--- src/rtl/multicycle_controller.sv ---
// Multicycle RV32I-subset control FSM.
// Sequences one shared ALU and one unified memory through FETCH/DECODE/EXECUTE
// steps, stalls on the memory ready handshake and aborts a memory access that
// waits too long. Selects are decoded from the current state; write enables
// additionally qualify on MemReady/Zero in the same cycle and are gated off
// while reset_n is low.
module multicycle_controller #(
   parameter int BUS_TIMEOUT = 15,
   parameter int TO_W        = 4
) (
   input  logic       clk,
   input  logic       reset_n,
   input  logic [6:0] op,
   input  logic [2:0] funct3,
   input  logic       funct7b5,
   input  logic       Zero,
   input  logic       MemReady,
   output logic       MemReq,
   output logic       PCWrite,
   output logic       AdrSrc,
   output logic       MemWrite,
   output logic       IRWrite,
   output logic [1:0] ResultSrc,
   output logic [1:0] ALUSrcA,
   output logic [1:0] ALUSrcB,
   output logic [2:0] ALUControl,
   output logic [1:0] ImmSrc,
   output logic       RegWrite,
   output logic       IllegalOp,
   output logic       BusErr,
   output logic [3:0] State
);

   typedef enum logic [3:0] {
      S_FETCH    = 4'd0,
      S_DECODE   = 4'd1,
      S_MEMADR   = 4'd2,
      S_MEMREAD  = 4'd3,
      S_MEMWB    = 4'd4,
      S_MEMWRITE = 4'd5,
      S_EXECUTER = 4'd6,
      S_EXECUTEI = 4'd7,
      S_ALUWB    = 4'd8,
      S_BEQ      = 4'd9,
      S_JAL      = 4'd10
   } state_t;

   localparam logic [6:0] OP_LW  = 7'b0000011;
   localparam logic [6:0] OP_SW  = 7'b0100011;
   localparam logic [6:0] OP_R   = 7'b0110011;
   localparam logic [6:0] OP_I   = 7'b0010011;
   localparam logic [6:0] OP_BEQ = 7'b1100011;
   localparam logic [6:0] OP_JAL = 7'b1101111;

   localparam logic [TO_W-1:0] CNT_MAX = {TO_W{1'b1}};
   localparam logic [TO_W-1:0] CNT_LIM = TO_W'(BUS_TIMEOUT);

   state_t          state_q, state_d;
   logic [TO_W-1:0] cnt_q, cnt_d;

   logic       timeout_s;
   logic       hold_s;
   logic       req_s, pcw_s, adr_s, mw_s, irw_s, rw_s, ill_s, berr_s;
   logic [1:0] rsrc_s, asrc_s, bsrc_s, imm_s;
   logic [2:0] alu_s;

   // ALU operation from funct3; subtraction only when the caller allows it (R-type)
   function automatic logic [2:0] alu_decode(input logic [2:0] f3, input logic sub_sel);
      logic [2:0] res;
      case (f3)
         3'b000:  res = sub_sel ? 3'b001 : 3'b000;
         3'b010:  res = 3'b101;
         3'b110:  res = 3'b011;
         3'b111:  res = 3'b010;
         default: res = 3'b000;
      endcase
      return res;
   endfunction

   // A memory wait expires when the count has reached the limit and the memory is still busy
   always_comb begin
      if (BUS_TIMEOUT != 0) begin
         timeout_s = (cnt_q == CNT_LIM) && !MemReady;
      end else begin
         timeout_s = 1'b0;
      end
   end

   // Next-state and per-state control decode
   always_comb begin
      state_d = state_q;
      hold_s  = 1'b0;
      req_s   = 1'b0;
      pcw_s   = 1'b0;
      adr_s   = 1'b0;
      mw_s    = 1'b0;
      irw_s   = 1'b0;
      rw_s    = 1'b0;
      ill_s   = 1'b0;
      berr_s  = 1'b0;
      rsrc_s  = 2'b00;
      asrc_s  = 2'b00;
      bsrc_s  = 2'b00;
      imm_s   = 2'b00;
      alu_s   = 3'b000;
      case (state_q)
         S_FETCH: begin
            req_s  = 1'b1;
            bsrc_s = 2'b10;
            rsrc_s = 2'b10;
            if (MemReady) begin
               irw_s   = 1'b1;
               pcw_s   = 1'b1;
               state_d = S_DECODE;
            end else if (timeout_s) begin
               berr_s  = 1'b1;
               state_d = S_FETCH;
            end else begin
               hold_s  = 1'b1;
            end
         end
         S_DECODE: begin
            asrc_s = 2'b01;
            bsrc_s = 2'b01;
            imm_s  = 2'b10;
            case (op)
               OP_LW, OP_SW: state_d = S_MEMADR;
               OP_R:         state_d = S_EXECUTER;
               OP_I:         state_d = S_EXECUTEI;
               OP_BEQ:       state_d = S_BEQ;
               OP_JAL:       state_d = S_JAL;
               default: begin
                  ill_s   = 1'b1;
                  state_d = S_FETCH;
               end
            endcase
         end
         S_MEMADR: begin
            asrc_s = 2'b10;
            bsrc_s = 2'b01;
            if (op == OP_SW) begin
               imm_s   = 2'b01;
               state_d = S_MEMWRITE;
            end else begin
               imm_s   = 2'b00;
               state_d = S_MEMREAD;
            end
         end
         S_MEMREAD: begin
            req_s = 1'b1;
            adr_s = 1'b1;
            if (MemReady) begin
               state_d = S_MEMWB;
            end else if (timeout_s) begin
               berr_s  = 1'b1;
               state_d = S_FETCH;
            end else begin
               hold_s  = 1'b1;
            end
         end
         S_MEMWB: begin
            rsrc_s  = 2'b01;
            rw_s    = 1'b1;
            state_d = S_FETCH;
         end
         S_MEMWRITE: begin
            req_s = 1'b1;
            adr_s = 1'b1;
            if (MemReady) begin
               mw_s    = 1'b1;
               state_d = S_FETCH;
            end else if (timeout_s) begin
               berr_s  = 1'b1;
               state_d = S_FETCH;
            end else begin
               hold_s  = 1'b1;
            end
         end
         S_EXECUTER: begin
            asrc_s  = 2'b10;
            bsrc_s  = 2'b00;
            alu_s   = alu_decode(funct3, funct7b5);
            state_d = S_ALUWB;
         end
         S_EXECUTEI: begin
            asrc_s  = 2'b10;
            bsrc_s  = 2'b01;
            alu_s   = alu_decode(funct3, 1'b0);
            state_d = S_ALUWB;
         end
         S_ALUWB: begin
            rw_s    = 1'b1;
            state_d = S_FETCH;
         end
         S_BEQ: begin
            asrc_s  = 2'b10;
            alu_s   = 3'b001;
            imm_s   = 2'b10;
            pcw_s   = Zero;
            state_d = S_FETCH;
         end
         S_JAL: begin
            asrc_s  = 2'b01;
            bsrc_s  = 2'b10;
            imm_s   = 2'b11;
            pcw_s   = 1'b1;
            state_d = S_ALUWB;
         end
         default: begin
            state_d = S_FETCH;
         end
      endcase
   end

   // Wait counter: counts only while stalled in a memory state, otherwise restarts at zero
   always_comb begin
      if (hold_s) begin
         if (cnt_q != CNT_MAX) begin
            cnt_d = cnt_q + {{(TO_W-1){1'b0}}, 1'b1};
         end else begin
            cnt_d = cnt_q;
         end
      end else begin
         cnt_d = {TO_W{1'b0}};
      end
   end

   // State and wait-counter registers
   always_ff @(posedge clk or negedge reset_n) begin
      if (!reset_n) begin
         state_q <= S_FETCH;
         cnt_q   <= {TO_W{1'b0}};
      end else begin
         state_q <= state_d;
         cnt_q   <= cnt_d;
      end
   end

   // Enables are suppressed while reset is held so nothing writes during reset
   assign MemReq     = req_s  & reset_n;
   assign PCWrite    = pcw_s  & reset_n;
   assign MemWrite   = mw_s   & reset_n;
   assign IRWrite    = irw_s  & reset_n;
   assign RegWrite   = rw_s   & reset_n;
   assign IllegalOp  = ill_s  & reset_n;
   assign BusErr     = berr_s & reset_n;
   assign AdrSrc     = adr_s;
   assign ResultSrc  = rsrc_s;
   assign ALUSrcA    = asrc_s;
   assign ALUSrcB    = bsrc_s;
   assign ALUControl = alu_s;
   assign ImmSrc     = imm_s;
   assign State      = state_q;

endmodule

--- config.mk ---
export PLATFORM = sky130hd
export DESIGN_NAME = multicycle_controller
export DESIGN_NICKNAME = d
export VERILOG_FILES = /design/src/rtl/multicycle_controller.sv
export SDC_FILE = /design/constraint.sdc
export NUM_CORES = 1
export LEC_CHECK = 0
export BUFFER_PORTS_ARGS = -buffer_cell sky130_fd_sc_hd__buf_2
export CORE_MARGIN = 3
export CORE_UTILIZATION = 45
export CTS_CLUSTER_DIAMETER = 60
export CTS_CLUSTER_SIZE = 40
export DETAILED_ROUTE_END_ITERATION = 10
export HOLD_SLACK_MARGIN = 0.06
export PLACE_DENSITY = 0.77
export SLEW_MARGIN = 30
export SYNTH_ARGS = -nofsm -noshare
export SYNTH_HDL_FRONTEND = slang
export SYNTH_SLANG_ARGS = --single-unit
--- constraint.sdc ---
create_clock -name clk -period 1.9 [get_ports clk]
set_clock_uncertainty 0.15 [all_clocks]
set_input_delay 0.19 -clock clk [delete_from_list [all_inputs] [get_ports clk]]
set_output_delay 0.19 -clock clk [all_outputs]
set_load 0.01 [all_outputs]
==> results.py, run 1 <==
metrics = {
    "status": {
        "outcome": "complete, but fails checks",
        "violations": "negative setup slack",
    },
    "place": {
        "dpl.cell_count": 154,
        "numPortBuffers": 37,
        "dpl.hpwl_um": 1677,
        "gp_congestion": 0.8077,
    },
    "synthesis": {
        "synth_area_leaders": "dfrtp_1, nor2_1, a21oi_1, o41ai_2, xnor2_1",
        "synth_cells": 98,
        "async_flop_share_pct": 100.0,
        "synth-seq-area-share_pct": 25.32,
        "syn_avg_cell_area_um2": 8.069,
        "synth_cell_types": 43,
        "syn_nets": 114,
        "synth_top_area_share_pct": 25.32,
        "synthFlopType": "dfrtp_1",
        "ys_warn_count": 0,
        "synth_edf_count": 0,
        "yosysTopAreaCell": "dfrtp_1",
        "synthesis.area_um2": 790.8,
        "ys_seq_elements": 8,
    },
    "detailed_routing": {
        "postRouteAntennaNets": 0,
        "firstDrtPassIters": 4,
        "drt_wl_total_um": 2438,
        "post_drt_wl_per_cell_um": 14.51,
        "vias": 970,
        "drc": 0,
        "drt-initial-drc-count": 13,
        "via_per_inst": 5.774,
    },
    "critical_path": {
        "cp.arrival_ns": 1.59,
        "critPathLaunchType": "flop",
        "end_kind": "output port",
        "crit_type": "reg2out",
        "critPathRequiredTime_ns": 1.56,
        "critPathMaxFanout": 7,
    },
    "global_routing": {
        "grt_pass1_wl_um": 3408,
        "grt-ovfl-total": 0,
        "grt_use_total_pct": 21.24,
        "grt_start_max_net_pins": 14,
        "antenna_found_initial": 0,
        "grt_pass1_vias": 834,
    },
    "clock_network": {
        "clk_pin_slew_ns": 0.05,
        "cts_made_buffers": 3,
        "cts-root-buf": "clkbuf_4",
        "cts_tree": "yes",
        "clockBufferDepth": 2,
        "worstSkewPairLatency_ns": 0.25,
        "h-tree-depth": 1,
        "clock_sinks": 8,
    },
    "cells_and_area": {
        "drive_gt1_share_pct": 50.66,
        "area_delta_synth_final_pct": 47.94,
        "mostFrequentLayoutCells": "buf_2, buf_4, nor2_1, a21oi_1",
        "nets": 170,
        "instances_no_fill": 168,
        "layout_commonest_cell": "buf_2",
        "n_antenna_cell": 0,
    },
    "timing": {
        "min_period_ns": 1.934,
        "fmax_ghz": 0.5171,
        "timing.slew.headroom_pct": 66.42,
        "hold_viol": 0,
        "finalHoldWorstSlack_ns": 0.1548,
        "period_share_pct": 101.8,
        "setup_slack_ns": -0.03390,
        "worstMarginPinSlew_ns": 0.4998,
        "maxSlewViolCount": 0,
        "setup_violations": 2,
        "rsz0062_at_grt": "yes",
    },
    "floorplanning": {
        "initial_utilization_pct": 50.16,
        "die_w_um": 47.92,
        "die_area_mm2": 0.002296,
        "core_area_mm2": 0.001577,
        "io_pins": 38,
        "row_count": 14,
        "die_h_um": 47.92,
    },
    "pwr": {
        "cellLeakagePower_nw": 0.5764,
        "power.total_mw": 0.6706,
        "power_density_mw_per_mm2": 573.2,
        "irDropWorstVdd_mv": 0.3806,
    },
    "flow_run": {
        "drv_cap": 0,
    },
    "min_path": {
        "hp-class": "in2reg",
    },
}
## metal layers
metal | share of wire (%) | vias to the layer above | track usage, % | wire (um)
li1 | - | 483 | - | -
met1 | 40 | 434 | 23.52 | 977
met2 | 52 | 45 | 35.88 | 1271
met3 | 5.5 | 8 | 4.135 | 133
met4 | 2.3 | 0 | 15.05 | 56
met5 | 0 | - | 0 | 0
## synth_stat cells (3+ instances only)
| cell | n |
|---|---|
| a21oi_1 | 7 |
| buf_2 | 3 |
| dfrtp_1 | 8 |
| nand2b_1 | 3 |
| nand3_1 | 5 |
| nor2_1 | 15 |
| nor2b_1 | 3 |
| nor3_1 | 4 |
| xnor2_1 | 3 |
## worst max-delay path, stage by stage (launching register included)
cell	delay (ns)
dfrtp_2	0.45
or3_1	0.35
o21ai_1	0.07
and3b_1	0.19
nor3b_2	0.15
buf_2	0.14
## timing repair
action	in CTS	in global routing
hold endpoints to repair	9	0
pin swaps	0	2
buffers inserted	2	6
hold buffers	3	0
resized for setup	2	10
endpoints found under the setup margin	6	7
## state kept, by name, summed over array words and instances, names as in the netlist
| register | flops |
|---|---|
| State | 4 |
| cnt_q | 4 |
## path summary, 6_finish.rpt
path                               start  endpoint  slack, ns  cells after the start
worst max-delay path            State[1]    BusErr      -0.03                      5
worst min-delay path               op[0]  State[0]       0.15                      3
worst max register to register  cnt_q[0]  State[2]       0.27                      5
worst min register to register  cnt_q[0]  cnt_q[0]       0.31                      1
max in group asynchronous        reset_n  State[3]       1.02                      2
min in group asynchronous        reset_n  cnt_q[1]       0.31                      2
## cells by family after synthesis
kind of cell,count (synthesis),share of synthesized area (%)
fa+ha+maj,1,1.582
mux,1,1.424
compound gates,26,24.84
xor+xnor,4,4.431
flops,8,25.32
buf+inv,8,5.222
simple gates,50,37.18
## power breakdown
group	internal, mW	switching, mW
clock network	0.0718	0.0514
logic	0.156	0.189
registers	0.186	0.0167
## metrics by stage
| step | instance area (um2) | setup WS [ns] | setup TNS, ns | utilization, % |
|---|---|---|---|---|
| finish | 1170 | -0.03390 | -0.04936 | 74.21 |
| global route | 1170 | -0.1380 | -0.3298 | 74.21 |
| CTS | 1092 | -0.04228 | -0.04228 | 69.29 |
| detailed placement | 1022 | 0.1451 | 0 | 64.84 |
| global placement | 1022 | 0.1829 | 0 | 64.84 |
| floorplan | 790.8 | 0.2125 | 0 | - |
## final cells by class
type / instances / area (um2)
fillers: 126 / 406.6
flip-flops and latches: 8 / 203.9
multi-input cells: 82 / 574.3
inverters: 4 / 17.52
repair buffers: 55 / 331.6
well taps: 16 / 20.02
clock buffers: 3 / 22.52
No activity file was read; power rests on OpenSTA's default activity.
==> run 2: changes to the inputs <==
CELL_PAD_IN_SITES_DETAIL_PLACEMENT = 0   (was default)
CELL_PAD_IN_SITES_GLOBAL_PLACEMENT = 1   (was default)
CORE_ASPECT_RATIO = 1.75   (was default)
CORE_UTILIZATION = 31   (was 45)
PLACE_DENSITY = 0.76   (was 0.77)
==> results.py, run 2 (synthesis gave the netlist of run 1 again) <==
metrics = {
    "status": {
        "outcome": "complete, no violations",
    },
    "place": {
        "numPortBuffers": 37,
        "dpl.cell_count": 163,
        "gp_congestion": 0.7891,
        "dpl.hpwl_um": 1849,
    },
    "timing": {
        "timing.slew.headroom_pct": 69.54,
        "min_period_ns": 1.871,
        "hold_viol": 0,
        "period_share_pct": 98.45,
        "rsz0062_at_grt": "yes",
        "fmax_ghz": 0.5346,
        "worstMarginPinSlew_ns": 0.4534,
        "finalHoldWorstSlack_ns": 0.06750,
        "maxSlewViolCount": 0,
        "setup_violations": 0,
    },
    "critical_path": {
        "critPathRequiredTime_ns": 1.56,
        "cp.arrival_ns": 1.53,
        "r2r_setup_slack_ns": 0.25,
        "critPathMaxFanout": 3,
        "r2r_cells": 5,
        "critPathLaunchType": "flop",
        "crit_type": "reg2out",
        "end_kind": "output port",
    },
    "global_routing": {
        "grt_start_max_net_pins": 15,
        "grt-ovfl-total": 0,
        "grt_pass1_wl_um": 3677,
        "grt_pass1_vias": 862,
        "antenna_found_initial": 0,
        "grt_use_total_pct": 14.72,
    },
    "detailed_routing": {
        "drt-initial-drc-count": 16,
        "post_drt_wl_per_cell_um": 13.26,
        "firstDrtPassIters": 4,
        "postRouteAntennaNets": 0,
        "drc": 0,
        "drt_wl_total_um": 2241,
        "vias": 920,
        "via_per_inst": 5.444,
    },
    "cells_and_area": {
        "multiInputGateArea_um2": 551.8,
        "drive_gt1_share_pct": 45.83,
        "seqCellArea_um2": 203.9,
        "area_delta_synth_final_pct": 40.03,
        "mostFrequentLayoutCells": "buf_2, nor2_1, a21oi_1, buf_4",
        "n_fill_cell": 261,
        "n_antenna_cell": 0,
        "instances_no_fill": 169,
        "layout_commonest_cell": "buf_2",
        "nets": 162,
    },
    "floorplanning": {
        "die_w_um": 44.18,
        "die_area_mm2": 0.003217,
        "die_h_um": 72.81,
        "row_count": 23,
        "initial_utilization_pct": 33.51,
        "core_area_mm2": 0.002360,
        "io_pins": 38,
    },
    "clock_network": {
        "cts_made_buffers": 3,
        "cts-root-buf": "clkbuf_8",
        "clk_pin_slew_ns": 0.04,
        "clock_sinks": 8,
        "h-tree-depth": 1,
        "clockBufferDepth": 2,
        "cts_tree": "yes",
        "worstSkewPairLatency_ns": 0.22,
    },
    "pwr": {
        "power_density_mw_per_mm2": 636.2,
        "irDropWorstVdd_mv": 0.4950,
        "cellLeakagePower_nw": 0.5398,
    },
    "flow_run": {
        "drv_cap": 0,
    },
    "min_path": {
        "hp-class": "in2reg",
        "hold_depth": 2,
    },
}
run 2: cell count changes in the layout (fill, tap and decap cells not counted), moves of 2 or more:
cell | before | now
dlygate4sd3_1 | 3 | 1
nor2_1 | 12 | 15
nor2_2 | 3 | 1
buf_4 | 14 | 7
clkbuf_8 | 0 | 3
nand2b_1 | 1 | 3
clkbuf_4 | 3 | 0
run 2: final cells by class:
class | instances | share of cell area, %
Timing Repair Buffer | 47 | 23.84
Inverter | 4 | 1.356
Clock buffer | 3 | 3.729
Tap cell | 25 | 2.825
Sequential cell | 8 | 18.42
Multi-Input combinational cell | 82 | 49.83
run 2: worst max-delay path: stages, from the launching register on:
cell	delay [ns]
dfrtp_1	0.40
or3_1	0.38
o21ai_1	0.07
and3b_1	0.17
nor3b_2	0.14
buf_2	0.14
run 2: per-stage QoR:
| step | setup TNS [ns] | power, mW | instance area [um2] | util (%) | worst slack [ns] |
|---|---|---|---|---|---|
| finish | 0 | 0.7045 | 1107 | 46.92 | 0.02949 |
| global route | -0.1015 | 0.7585 | 1107 | 46.92 | -0.06551 |
| CTS | 0 | 0.7129 | 1092 | 46.29 | 0.01538 |
| detailed placement | 0 | 0.5109 | 1033 | 43.80 | 0.1869 |
| global placement | 0 | 0.5104 | 1033 | 43.80 | 0.2092 |
| floorplan | 0 | 0.3915 | 790.8 | - | 0.2125 |
run 2: final timing paths:
kind,start,to
worst min register to register,cnt_q[0],cnt_q[0]
worst max-delay path,State[0],BusErr
worst min-delay path,op[3],State[0]
min in group asynchronous,reset_n,cnt_q[2]
max in group asynchronous,reset_n,State[2]
worst max register to register,cnt_q[0],State[2]
run 2: routing by layer:
metal / wire (um) / track usage (%) / vias up / share of wire (%)
li1: - / - / 463 / -
met1: 842 / 15.68 / 429 / 38
met2: 1247 / 27.92 / 24 / 56
met3: 124 / 2.716 / 4 / 5.5
met4: 27 / 4.362 / 0 / 1.2
met5: 0 / 0 / - / 0
run 2: power breakdown:
part / total [mW] / internal, mW / switching [mW]
sequential: 0.202 / 0.186 / 0.0153
combinational: 0.312 / 0.137 / 0.175
clock: 0.191 / 0.136 / 0.0546
run 2: what timing repair did:
item | in CTS | in global routing
pin swaps | 0 | 1
endpoints found under the setup margin | 2 | 6
resized for setup | 3 | 3
setup buffers | 1 | 1
hold buffers | 1 | 0
endpoints found under the hold margin | 8 | 0
